[config.mk]
export PLATFORM = sky130hd
export DESIGN_NAME = jtdd_vtiming
export DESIGN_NICKNAME = d
export VERILOG_FILES = /design/src/rtl/jtdd_vtiming.sv
export SDC_FILE = /design/constraint.sdc
export NUM_CORES = 1
export LEC_CHECK = 0
export BUFFER_PORTS_ARGS = -buffer_cell sky130_fd_sc_hd__buf_2
export CAP_MARGIN = 20
export CORE_MARGIN = 4
export CORE_UTILIZATION = 52
export DETAILED_ROUTE_END_ITERATION = 12
export PLACE_DENSITY = 0.91
export SLEW_MARGIN = 10
export SYNTH_ARGS = -nofsm -noshare
export SYNTH_HDL_FRONTEND = slang
export SYNTH_SLANG_ARGS = --single-unit
[constraint.sdc]
create_clock -name clk -period 1.9 [get_ports clk]
set_clock_uncertainty 0.05 [all_clocks]
set_input_delay 0.57 -clock clk [delete_from_list [all_inputs] [get_ports clk]]
set_output_delay 0.57 -clock clk [all_outputs]
set_load 0.005 [all_outputs]
[src/rtl/jtdd_vtiming.sv]
// Video timing generator: H/V dump counters, blank/sync, look-ahead render line
// and NIRQ raster-compare interrupt channels with sticky flags.
module jtdd_vtiming #(
    parameter int HW         = 9,
    parameter int VW         = 9,
    parameter int HCNT_START = 0,
    parameter int HCNT_END   = 383,
    parameter int HB_START   = 256,
    parameter int HB_END     = 0,
    parameter int HS_START   = 300,
    parameter int HS_END     = 332,
    parameter int VCNT_START = 0,
    parameter int VCNT_END   = 271,
    parameter int VB_START   = 240,
    parameter int VB_END     = 16,
    parameter int VS_START   = 250,
    parameter int VS_END     = 253,
    parameter int NIRQ       = 2
) (
    input  logic                 clk,
    input  logic                 rst_n,
    input  logic                 i_pxl_cen,
    output logic [HW-1:0]        o_hdump,
    output logic [VW-1:0]        o_vdump,
    output logic [VW-1:0]        o_vrender,
    output logic                 o_lhbl,
    output logic                 o_lvbl,
    output logic                 o_hs,
    output logic                 o_vs,
    input  logic [NIRQ*VW-1:0]   i_irq_line,
    input  logic [NIRQ-1:0]      i_irq_en,
    input  logic [NIRQ-1:0]      i_irq_ack,
    output logic [NIRQ-1:0]      o_irq
);

    localparam logic [HW-1:0] H_START  = HW'(HCNT_START);
    localparam logic [HW-1:0] H_END    = HW'(HCNT_END);
    localparam logic [HW-1:0] HB_S     = HW'(HB_START);
    localparam logic [HW-1:0] HB_E     = HW'(HB_END);
    localparam logic [HW-1:0] HS_S     = HW'(HS_START);
    localparam logic [HW-1:0] HS_E     = HW'(HS_END);
    localparam logic [VW-1:0] V_START  = VW'(VCNT_START);
    localparam logic [VW-1:0] V_END    = VW'(VCNT_END);
    localparam logic [VW-1:0] V_RENDER0 = VW'(VCNT_START + 1);
    localparam logic [VW-1:0] VB_S     = VW'(VB_START);
    localparam logic [VW-1:0] VB_E     = VW'(VB_END);
    localparam logic [VW-1:0] VS_S     = VW'(VS_START);
    localparam logic [VW-1:0] VS_E     = VW'(VS_END);

    // Equal start/end pairs would leave an output stuck; reject at elaboration.
    if (HCNT_START == HCNT_END || HB_START == HB_END || HS_START == HS_END ||
        VCNT_START == VCNT_END || VB_START == VB_END || VS_START == VS_END ||
        NIRQ < 1 || NIRQ > 8) begin : g_param_err
        $error("jtdd_vtiming: illegal timing parameters");
    end

    logic [HW-1:0]   r_hdump;
    logic [VW-1:0]   r_vdump;
    logic [VW-1:0]   r_vrender;
    logic            r_lhbl;
    logic            r_lvbl;
    logic            r_hs;
    logic            r_vs;
    logic [NIRQ-1:0] r_irq;
    logic            w_wrap;
    logic [HW-1:0]   w_hnext;

    function automatic logic [VW-1:0] f_vsucc(input logic [VW-1:0] v);
        return (v == V_END) ? V_START : v + VW'(1);
    endfunction

    assign w_wrap  = (r_hdump == H_END);
    assign w_hnext = w_wrap ? H_START : r_hdump + HW'(1);

    // Blank/sync compare against the incoming hdump so they line up with it.
    always_ff @(posedge clk or negedge rst_n) begin
        if (!rst_n) begin
            r_hdump   <= H_START;
            r_vdump   <= V_START;
            r_vrender <= V_RENDER0;
            r_lhbl    <= 1'b0;
            r_lvbl    <= 1'b0;
            r_hs      <= 1'b0;
            r_vs      <= 1'b0;
        end else if (i_pxl_cen) begin
            r_hdump <= w_hnext;
            if (w_wrap) begin
                r_vdump   <= r_vrender;
                r_vrender <= f_vsucc(r_vrender);
                if (r_vrender == VB_S)      r_lvbl <= 1'b0;
                else if (r_vrender == VB_E) r_lvbl <= 1'b1;
            end
            if (w_hnext == HB_S)      r_lhbl <= 1'b0;
            else if (w_hnext == HB_E) r_lhbl <= 1'b1;
            if (w_hnext == HS_S)      r_hs <= 1'b1;
            else if (w_hnext == HS_E) r_hs <= 1'b0;
            if (w_hnext == HS_S) begin
                if (r_vdump == VS_S)      r_vs <= 1'b1;
                else if (r_vdump == VS_E) r_vs <= 1'b0;
            end
        end
    end

    // r_vrender is always in range, so out-of-range compare lines never match.
    always_ff @(posedge clk or negedge rst_n) begin
        if (!rst_n) begin
            r_irq <= '0;
        end else begin
            for (int i = 0; i < NIRQ; i++) begin
                if (i_pxl_cen && w_wrap && i_irq_en[i] &&
                    r_vrender == i_irq_line[i*VW +: VW])
                    r_irq[i] <= 1'b1;
                else if (i_irq_ack[i])
                    r_irq[i] <= 1'b0;
            end
        end
    end

    assign o_hdump   = r_hdump;
    assign o_vdump   = r_vdump;
    assign o_vrender = r_vrender;
    assign o_lhbl    = r_lhbl;
    assign o_lvbl    = r_lvbl;
    assign o_hs      = r_hs;
    assign o_vs      = r_vs;
    assign o_irq     = r_irq;

endmodule

==> Yosys cells after proc, flatten, opt, wreduce, memory -nomap -nowiden <==
Cells that the tools add are included.
{ "word_totals": {"regBits": 33} }
{ "classes": {"eq_ne": 11, "n_mux": 14, "addsub": 2, "reduce_logical": 17} }
{ "op_table": {"columns": ["op", "n"], "rows": [
  ["== test 9 bit, second input constant", 5],
  ["== test 9 x 8 -> 1 bit, second input constant", 3],
  ["adder 9 x 1 -> 9 bit, second input constant", 2],
  ["== test 9 bit", 2],
  ["2-to-1 mux 9 bit", 2],
  ["2-to-1 mux 1 bit", 12],
  ["nonzero test 2 bit", 6],
  ["== test 9 x 5 -> 1 bit, second input constant", 1],
  ["zero test 9 bit", 1],
  ["AND reduction 2 bit", 3],
  ["AND reduction 3 bit", 2],
  ["logical AND 1 bit", 5]
]} }

==> Longest topological paths before layout <==
Gate-level depths: netlist of run 1.
{ "logic_depth": {"ltp_word": 5, "ltp_mapped": 7, "ltp_nobuf": 6} }

==> Worst setup path after synthesis of run 1 <==
Ideal clock, no wire load.
{ "synth_path": {"kind": "reg-to-reg", "startpoint": "register r_hdump[2], in the netlist o_hdump[2]", "endpoint": "register r_lhbl, in the netlist o_lhbl", "setup_ns": 0.125, "path_stages_with_launch": 8, "setup_slack_ns": 0.093, "path_buffers": 2, "period_less_slack_ns": 1.807, "arrival_ns": 1.632, "path_cell_list": "dfrtp_1 -> buf_4 -> and4_1 -> buf_4 -> and3_4 -> a22o_4 -> nand3_2 -> mux2_4"} }
{ "synth_via": {"elab_chain_cells": 5} }
{ "synth_rtl": {"columns": ["element", "line_no", "source"], "rows": [
  ["start: declaration", "57", "logic [HW-1:0] r_hdump;"],
  ["start signal: assignment", "86", "r_hdump <= w_hnext;"],
  ["adder 9 x 1 -> 9 bit / == test 9 bit (equally long branches)", "73, 72", null],
  ["2-to-1 mux 9 bit (*)", "73", "assign w_hnext = w_wrap ? H_START : r_hdump + HW'(1);"],
  ["== test 9 bit / zero test 9 bit (equally long branches)", "93, 94", null],
  ["nonzero test 2 bit (no line)", null, null],
  ["AND reduction 2 bit (no line)", null, null],
  ["end signal: assignment", "81", "r_lhbl <= 1'b0;"],
  ["end signal: assignment", "93", "if (w_hnext == HB_S) r_lhbl <= 1'b0;"],
  ["end signal: assignment", "94", "else if (w_hnext == HB_E) r_lhbl <= 1'b1;"],
  ["end: declaration", "60", "logic r_lhbl;"]
]} }
Every way passes the cells marked *; elsewhere a longest branch is shown, timed or not.
A chain may end at the register's enable or synchronous reset.

==> Worst setup path in the final report of run 1 <==
{ "layout_path": {"startpoint": "register r_hdump[0], in the netlist o_hdump[0]", "endpoint": "register r_vs, in the netlist o_vs"} }
{ "layout_via": {"elab_chain_cells": 4} }
{ "layout_rtl": {"columns": ["element", "line_no", "source"], "rows": [
  ["adder 9 x 1 -> 9 bit / == test 9 bit (equally long branches)", "73, 72", null],
  ["2-to-1 mux 9 bit (*)", "73", null],
  ["== test 9 bit (*)", "97", "if (w_hnext == HS_S) begin"],
  ["AND reduction 3 bit (no line) (*)", null, null],
  ["end signal: assignment", "84", "r_vs <= 1'b0;"],
  ["end signal: assignment", "98", "if (r_vdump == VS_S) r_vs <= 1'b1;"],
  ["end signal: assignment", "99", "else if (r_vdump == VS_E) r_vs <= 1'b0;"],
  ["end: declaration", "63", "logic r_vs;"]
]} }
Marked as above.

==> key figures, run 1 <==
Job
  – Max-cap violations: 0

Yosys
  – #FFs+latches synth: 33
  – Synthesized Nets: 240
  – Async S/R FF share, synth: 100%
  – Warnings from Yosys: 0
  – Post-Syn Area: between 0.0015 and 0.002 mm2
  – Syn_area_per_cell: roughly 9.4 um2
  – Mapped Cells: between 200 and 250
  – Most numerous cell in the Yosys netlist: nand2_1
  – Area contributors post-synth: dfrtp_1, xnor2_1, nand2_1
  – Post-synth EDFFs: 0
  – Synth top area share: around two fifths
  – Yosys cell types: between 40 and 50
  – Cell type with the largest total area after synthesis: dfrtp_1
  – Top FF cell, synth: dfrtp_1
  – Register area share after synthesis: between 40% and 50%
  – Commonest cells post-synth: nand2_1, dfrtp_1, xnor2_1

Drt
  – DRT Pass-1 Iters: 4
  – Met1 Wirelength: 2100 um
  – Max layer used: met4
  – Final WL: a little over 5000 um
  – Drt drc: 0
  – Met3 WL: slightly above 300 um
  – Number of nets with antenna violations after routing: 0
  – Vias per inst: 5.61
  – Met2 wire length: between 2000 and 3000 um
  – Via count: 1828
  – WL per Instance: 15.7 um
  – Initial DRC Count: between 150 and 200

Place
  – Inst Count DP: about 320
  – I/O Buffers: 57
  – Post-Place Worst Slack: 0.0205 ns
  – Placed wire-length estimate: 3850 um
  – Final Wtd Congestion: slightly below 0.9

Cells and area
  – Fin cells: roughly 330
  – Share of layout cells above drive strength 1: 36.3%
  – Fin util: 67.6%
  – Area Growth Syn to Fin: 25.3%
  – Ant diodes: 0
  – Fillers: 299
  – Final #Nets: about 300

Die
  – Die area: 0.00488 mm2
  – Starting density of the core: roughly 54%
  – IO Pins: 58
  – Site Rows: 22
  – Die W: ~70 um
  – Core area: about 0.0037 mm2
  – Die H: about 70 um

Critical path
  – R2R cell count: 6
  – Data required time of the worst path: between 2 and 2.5 ns
  – CP startpoint kind: flop
  – Crit path arrival time: 1.93 ns
  – Critical Path Stages: 6
  – Crit. End Element: flop
  – Slowest CP cell: dfrtp_1
  – CP Class: reg -> reg
  – CP top delay family: simple AND/OR/NAND/NOR gates
  – Crit path cell chain: ha_1 -> and4b_1 -> o21ai_1 -> and2_1 -> nand4_2 -> mux2_4
  – Crit path largest cell delay: roughly 0.38 ns
  – Buf/Inv on CP: 0
  – Crit path max fanout: 4

Clock tree
  – CTS tree: yes
  – Clock sinks: 33
  – Root Driver: clkbuf_8
  – CTS clk-pin slew, worst paths: 0.07 ns
  – Num CTS Buffers: 5
  – CTS Hold Bufs: 0
  – Worst skew pair latency: 0.29 ns
  – Clock buffer depth: 2
  – H-tree depth: 2

Global routing
  – Largest net degree at the start of global routing: 34
  – Total gr overflow: 0
  – Initial antenna violation count: 0
  – First-pass GRT wire length: 8710 um
  – Overall Global Routing Usage: 22.4%
  – Number of global-route vias before repair: between 1.5k and 2k

Power and ir drop
  – Sequential Power Share: just over 40%
  – P_int: between 1 and 1.5 mW
  – PwrDens: approximately 840 mW/mm2
  – Comb pwr share: between 30% and 40%
  – Switch share: 33.7%
  – P_leak: about 1.2 nW
  – Worst vdd ir: 587 uV
  – Clock power frac: 24.5%
  – Net Sw Power: 0.707 mW

STA
  – Period utilization: a little over nine tenths
  – Fmax: 556 MHz
  – Final hold slack: approximately 0.17 ns
  – Max Slew Vio Count: 0
  – Setup ws final: about 0.10 ns
  – Slew @ Worst Pin: between 0.4 and 0.5 ns
  – Slew HR: a little over 70%
  – Setup violators final: 0
  – Fin. Hold Viols: 0
  – Minimum clock period: roughly 1.8 ns

Run status
  – Outcome: finished, final reports clean

Min path
  – Worst hold-check path type: in -> async
[cells by family (layout without fill, tap and decap cells)]
kind of cell             after synthesis  in the layout  share of synthesized area [%]
AO/OA/AOI/OAI                         32             32                           10.6
XOR/XNOR                              27             27                           11.9
adder cells (fa/ha/maj)                3              3                           1.88
buffers and inverters                 26             92                           6.16
flip-flops                            33             33                           41.5
multiplexers                           9              9                           5.28
AND/OR/NAND/NOR                       82             82                           22.7
[layout make-up]
cell class | instances | area [um2] | area share, %
clock inverter | 2 | 10.0 | 0.401
tap | 48 | 60.1 | 2.41
multi-input combinational | 153 | 1050 | 42.0
timing repair buffer | 78 | 455 | 18.3
inverter | 6 | 22.5 | 0.903
sequential | 33 | 827 | 33.1
clock buffer | 6 | 72.6 | 2.91
[registers in the layout (all words and copies together) (netlist names)]
| register | count |
|---|---|
| o_hdump | 9 |
| o_hs | 1 |
| o_irq | 2 |
| o_lhbl | 1 |
| o_lvbl | 1 |
| o_vdump | 9 |
| o_vrender | 9 |
| o_vs | 1 |
[per-stage QoR]
step                area (um2)  power [mW]  setup TNS, ns
floorplan                 1990        1.30              0
global placement          2410        1.55              0
detailed placement        2410        1.59              0
CTS                       2490        2.10              0
global route              2490        2.23        -0.0202
finish                    2490        2.10              0
[path summary, 6_finish.rpt]
| path | start | endpoint | slack [ns] |
|---|---|---|---|
| max in group asynchronous | rst_n | o_vrender[0]$_DFFE_PN1N_ | 1.39 |
| min in group clk | i_irq_ack[0] | o_irq[0]$_DFFE_PN0P_ | 0.39 |
| min reg2reg | o_vdump[3]$_DFFE_PN0N_ | o_vdump[3]$_DFFE_PN0N_ | 0.46 |
| min | rst_n | o_irq[1]$_DFFE_PN0P_ | 0.17 |
| max reg2reg | o_hdump[0]$_DFFE_PN0P_ | o_vs$_DFFE_PN0P_ | 0.10 |
| max | o_hdump[0]$_DFFE_PN0P_ | o_vs$_DFFE_PN0P_ | 0.10 |
[layout by cell type, fill, tap and decap left out, types with 3 or more instances in the layout]
cell and n:
nand2_1 33, xnor2_1 16, dfrtp_1 32, buf_2 57
o21ai_1 3, clkbuf_8 5, inv_1 6, nor2_1 10
ha_1 3, nand4_1 6, nand3_1 7, a21oi_1 8
buf_4 20, mux2i_1 3, mux2_2 4, and2_1 3
xor2_1 11, o21ai_0 7
[power by group through the flow]
stage	clock network (mW)	logic, mW	registers [mW]
floorplan	0	0.441	0.863
global placement	0	0.677	0.873
detailed placement	0	0.708	0.880
CTS	0.520	0.715	0.868
global route	0.558	0.784	0.885
finish	0.514	0.716	0.871
[per-layer routing]
layer | vias up | GRT usage [%]
met5 | - | 0
met4 | 0 | 10.0
met3 | 14 | 5.61
met2 | 72 | 36.4
met1 | 875 | 28.0
li1 | 867 | -
[timing repair]
item                       CTS  global route
setup endpoints to repair    0             4
resized for setup            0             4
buffers inserted             0             0
Note: power is estimated with default switching activity, not from simulation.
==> inputs of run 2 (changes only) <==
--- a/config.mk
+++ b/config.mk
@@ -8,9 +8,10 @@
 export BUFFER_PORTS_ARGS = -buffer_cell sky130_fd_sc_hd__buf_2
 export CAP_MARGIN = 20
 export CORE_MARGIN = 4
-export CORE_UTILIZATION = 52
+export CORE_UTILIZATION = 30
 export DETAILED_ROUTE_END_ITERATION = 12
-export PLACE_DENSITY = 0.91
+export PLACE_DENSITY = 0.62
+export SETUP_SLACK_MARGIN = 0.2
 export SLEW_MARGIN = 10
 export SYNTH_ARGS = -nofsm -noshare
 export SYNTH_HDL_FRONTEND = slang
==> key figures, run 2 (synthesis results as in run 1) <==
STA
  – Period utilization: 94.1% (-0.46 points)
  – RSZ-0062 raised after global routing: true
  – Fin. Hold Viols: 0 (unchanged)
  – Slew @ Worst Pin: 0.436 ns (+0.0275 ns)
  – Minimum clock period: 1.79 ns (-0.00876 ns)
  – Setup tns final: 0 ns (unchanged)
  – Fmax: 559 MHz (+0.49%)
  – Slew HR: 70.5% (-2.3 points)
  – Max Slew Vio Count: 0 (unchanged)
  – Setup violators final: 0 (unchanged)
  – Final hold slack: 0.247 ns (+0.0762 ns)

Power and ir drop
  – Final Power: 2.41 mW (+15%)
  – PwrDens: 857 mW/mm2 (+1.7%)
  – Worst vdd ir: 348 uV (-41%)
  – P_leak: 1.35 nW (+8.5%)

Global routing
  – Overall Global Routing Usage: 13.3% (-9.1 points)
  – Initial antenna violation count: 0 (unchanged)
  – First-pass GRT wire length: 8220 um (-5.5%)
  – Largest net degree at the start of global routing: 34 (unchanged)
  – Total gr overflow: 0 (unchanged)
  – Number of global-route vias before repair: 1696 (-8.6%)

Die
  – Core area: 0.00639 mm2 (+73%)
  – Starting density of the core: 31.2% (-23 points)
  – IO Pins: 58 (unchanged)
  – Site Rows: 29 (+32%)
  – Die W: 89.5 um (+28%)
  – Die H: 89.5 um (+28%)
  – Die area: 0.00801 mm2 (+64%)

Place
  – Inst Count DP: 348 (+9.4%)
  – I/O Buffers: 57 (unchanged)
  – Final Wtd Congestion: 0.814 (-7.2%)
  – Placed wire-length estimate: 3820 um (-0.67%)

Drt
  – DRT Pass-1 Iters: 5 (+1)
  – Via count: 1819 (-0.49%)
  – WL per Instance: 14.6 um (-6.4%)
  – Final WL: 5450 um (+6.8%)
  – Drt drc: 0 (unchanged)
  – Initial DRC Count: 146 (-27%)
  – Vias per inst: 4.89 (-13%)
  – Number of nets with antenna violations after routing: 0 (unchanged)

Clock tree
  – Num CTS Buffers: 5 (unchanged)
  – CTS clk-pin slew, worst paths: 0.07 ns (about the same)
  – H-tree depth: 2 (unchanged)
  – CTS tree: yes
  – Clock buffer depth: 2 (unchanged)
  – Root Driver: clkbuf_8
  – Worst skew pair latency: 0.29 ns (about the same)
  – Clock sinks: 33 (unchanged)

Run status
  – Outcome: finished, final reports clean

Cells and area
  – Area Growth Syn to Fin: 41.3%
  – Fin cells: 372 (+14%)
  – Share of layout cells above drive strength 1: 48.1% (+12 points)
  – Commonest non-fill, non-tap cell in the layout: buf_2
  – Most frequent cells in the layout: buf_2, buf_4, nand2_1
  – Final #Nets: 322 (+5.6%)
  – Ant diodes: 0 (unchanged)

Critical path
  – CP startpoint kind: flop
  – RR Startpoint: o_hdump[0]$_DFFE_PN0P_
  – Crit path arrival time: 1.92 ns (about the same)
  – Data required time of the worst path: 2.03 ns (about the same)
  – Crit path max fanout: 4 (unchanged)
  – Crit. End Element: flop
  – Critical path startpoint: o_hdump[0]$_DFFE_PN0P_
  – CP Class: reg -> reg

Min path
  – Worst hold-check path type: in -> async

Job
  – Max-cap violations: 0 (unchanged)
## run 2: where the power goes
part           switching (mW)  leakage (nW)  internal, mW
clock network           0.264        0.0585         0.428
registers               0.117         0.414         0.785
logic                   0.378         0.879         0.439
total                   0.759          1.35          1.65
## run 2: metrics by stage
step	instance area, um2	setup slack (ns)	utilization (%)
floorplan	2030	0.129	-
finish	2810	0.112	44.1
CTS	2670	0.160	41.8
detailed placement	2440	-0.0178	38.2
global route	2810	0.0777	44.1
global placement	2440	0.0260	38.2
## run 2: final cells by class
type / instances / area [um2]
Fill cell: 619 / 3570
Clock inverter: 1 / 30.0
Timing Repair Buffer: 95 / 592
Multi-Input combinational cell: 153 / 1150
Sequential cell: 33 / 836
Clock buffer: 7 / 86.3
Tap cell: 77 / 96.3
Inverter: 6 / 22.5
## run 2: layer usage
layer | vias up | global-route usage (%) | wire, um
met5 | - | 0 | 0
met4 | 0 | 5.14 | 95
met3 | 8 | 2.12 | 259
met2 | 47 | 20.5 | 2620
met1 | 867 | 18.5 | 2470
li1 | 897 | - | -
## run 2: final timing paths
| path | endpoint | slack (ns) | cells past startpoint |
|---|---|---|---|
| max | o_lhbl$_DFFE_PN0P_ | 0.11 | 7 |
| max in group asynchronous | o_hdump[3]$_DFFE_PN0P_ | 1.22 | 2 |
| min in group clk | o_irq[0]$_DFFE_PN0P_ | 0.40 | 2 |
| min | o_irq[1]$_DFFE_PN0P_ | 0.25 | 2 |
| min reg2reg | o_vdump[6]$_DFFE_PN0N_ | 0.46 | 2 |
| max reg2reg | o_lhbl$_DFFE_PN0P_ | 0.11 | 7 |
## run 2: repair_timing
action / 4_1_cts / 5_1_grt
buffers inserted: 8 / 7
gates cloned: 0 / 1
endpoints found under the hold margin: 0 / 0
setup endpoints to repair: 19 / 31
hold buffers: 0 / 0
gates resized for setup: 17 / 27
pin swaps: 7 / 3
## run 2: critical path, stage by stage (launching register included)
cell and delay, ns:
dfrtp_1 0.43, ha_4 0.19, buf_4 0.13, buf_6 0.10
and3_4 0.15, a22o_4 0.25, nand3_4 0.09, mux2_4 0.30
==> inputs of run 3 (changes only) <==
==> constraint.sdc (replaced) <==
create_clock -name clk -period 2 [get_ports clk]
set_clock_uncertainty 0.05 [all_clocks]
set_input_delay 0.6 -clock clk [delete_from_list [all_inputs] [get_ports clk]]
set_output_delay 0.6 -clock clk [all_outputs]
set_load 0.005 [all_outputs]
==> key figures, run 3 (synthesis results as in run 1) <==
STA
  – Minimum clock period: about 1.8 ns
  – Max Slew Vio Count: 0 (unchanged)
  – Setup tns final: 0 ns (unchanged)
  – Slew HR: 69.0% (-1.5 points)
  – Setup violators final: 0 (unchanged)
  – Period utilization: roughly nine tenths
  – Fin. Hold Viols: 0 (unchanged)
  – Fmax: between 500 and 600 MHz
  – Setup ws final: 0.236 ns (+0.124 ns)
  – Slew @ Worst Pin: 0.466 ns (+0.0299 ns)
  – RSZ-0062 raised after global routing: true

Cells and area
  – Final #Nets: 306 (-5.0%)
  – Share of layout cells above drive strength 1: 39.4% (-8.7 points)
  – Area Growth Syn to Fin: 30.0%
  – Most frequent cells in the layout: buf_2, nand2_1, dfrtp_1
  – Fin util: 40.5% (-3.5 points)
  – Commonest non-fill, non-tap cell in the layout: buf_2
  – Ant diodes: 0 (unchanged)
  – Post-route cell area: 0.00259 mm2 (-8.0%)

Place
  – I/O Buffers: 57 (unchanged)
  – Post-Place Worst Slack: 0.0802 ns (+0.0980 ns)
  – Placed wire-length estimate: 3720 um (-2.7%)
  – Placed Instance Area: 0.00240 mm2 (-1.6%)
  – Final Wtd Congestion: 0.833 (+2.3%)

Critical path
  – Critical path startpoint: o_vrender[6]$_DFFE_PN0N_
  – FF-to-FF End: o_lvbl$_DFFE_PN0P_
  – Data required time of the worst path: 1.35 ns (-0.68 ns)
  – CP top delay family: flip-flops
  – RR Startpoint: o_hdump[1]$_DFFE_PN0P_
  – Setup crit end: o_vrender[6]
  – Critical Path Stages: 1 (-6)
  – Crit path max fanout: 11 (+7)
  – Crit path arrival time: 1.11 ns (-0.81 ns)
  – Crit. End Element: primary output
  – Crit path cell chain: buf_2
  – Crit path largest cell delay: 0.63 ns (+0.20 ns)
  – CP startpoint kind: flop
  – Slowest CP cell: dfrtp_1
  – Buf/Inv on CP: 1 (-1)
  – R2R cell count: 5 (-2)
  – CP Class: reg -> out
  – Internal reg-to-reg setup slack: 0.25 ns (+0.14 ns)

Power and ir drop
  – Worst vdd ir: 284 uV (-18%)
  – P_leak: 1.27 nW (-5.9%)
  – PwrDens: 764 mW/mm2 (-11%)

Drt
  – Met3 WL: 291 um (+12%)
  – Vias per inst: 4.91 (+0.36%)
  – Via count: 1747 (-4.0%)
  – Number of nets with antenna violations after routing: 0 (unchanged)
  – Drt drc: 0 (unchanged)
  – Max layer used: met4
  – DRT Pass-1 Iters: 4 (-1)
  – WL per Instance: 14.2 um (-3.0%)
  – Met1 Wirelength: 2320 um (-6.3%)
  – Initial DRC Count: 125 (-14%)
  – Met2 wire length: 2390 um (-8.6%)
  – Final WL: 5060 um (-7.2%)

Clock tree
  – CTS Hold Bufs: 0 (unchanged)
  – Root Driver: clkbuf_8
  – CTS clk-pin slew, worst paths: 0.07 ns (about the same)
  – Clock sinks: 33 (unchanged)
  – Worst skew pair latency: 0.28 ns (about the same)
  – Num CTS Buffers: 5 (unchanged)
  – H-tree depth: 2 (unchanged)
  – CTS tree: yes
  – Clock buffer depth: 2 (unchanged)

Global routing
  – Initial antenna violation count: 0 (unchanged)
  – Overall Global Routing Usage: 12.7% (-0.60 points)
  – Largest net degree at the start of global routing: 19 (-44%)
  – First-pass GRT wire length: 7820 um (-4.9%)
  – Total gr overflow: 0 (unchanged)
  – Number of global-route vias before repair: 1603 (-5.5%)

Die
  – Die H: 89.5 um (unchanged)
  – Core area: 0.00639 mm2 (unchanged)
  – IO Pins: 58 (unchanged)
  – Starting density of the core: 31.2% (unchanged)
  – Die W: 89.5 um (unchanged)
  – Site Rows: 29 (unchanged)
  – Die area: 0.00801 mm2 (unchanged)

Run status
  – Outcome: finished, final reports clean

Min path
  – Worst hold-check path type: in -> async

Job
  – Max-cap violations: 0 (unchanged)
run 3: changes by cell type in the layout (fill, tap and decap cells not counted), moves of 3 or more:
cell	delta
dfrtp_1	+5
buf_6	-3
buf_4	-16
dfrtp_2	-5
run 3: timing repair:
| item | CTS | global route |
|---|---|---|
| setup buffers | 1 | 5 |
| gates resized for setup | 5 | 13 |
| pin swaps | 0 | 6 |
| endpoints found under the setup margin | 14 | 13 |
| gates cloned | 0 | 1 |
run 3: where the power goes:
part / internal, mW / switching, mW / leakage, nW
Combinational: 0.346 / 0.314 / 0.806
Clock: 0.241 / 0.242 / 0.0450
Sequential: 0.744 / 0.0902 / 0.421
run 3: through the flow:
stage	instances	hold slack (ns)	total power, mW
3_5_place_dp	341	0.440	1.45
5_1_grt	356	0.221	2.11
4_1_cts	350	0.205	1.97
3_3_place_gp	341	0.434	1.45
6_report	356	0.198	1.98
2_1_floorplan	212	0.254	1.25
run 3: worst min path at each step:
stage                                   to  cells after the start
floorplan           o_hdump[0]$_DFFE_PN0P_                      0
global placement    o_vdump[7]$_DFFE_PN0N_                      2
detailed placement  o_vdump[7]$_DFFE_PN0N_                      2
CTS                 o_hdump[0]$_DFFE_PN0P_                      1
global route        o_hdump[0]$_DFFE_PN0P_                      1
finish              o_hdump[0]$_DFFE_PN0P_                      1
run 3: layout make-up:
cell class | count | area, um2
Sequential cell | 33 | 830
Clock buffer | 6 | 72.6
Fill cell | 633 | 3800
Timing Repair Buffer | 79 | 468
Tap cell | 77 | 96.3
Multi-Input combinational cell | 153 | 1090
Inverter | 6 | 22.5
Clock inverter | 2 | 10.0
run 3: per-layer routing:
layer,track usage (%),vias to the layer above
li1,-,875
met1,17.2,824
met2,18.8,44
met3,3.78,4
met4,5.01,0
met5,0,-
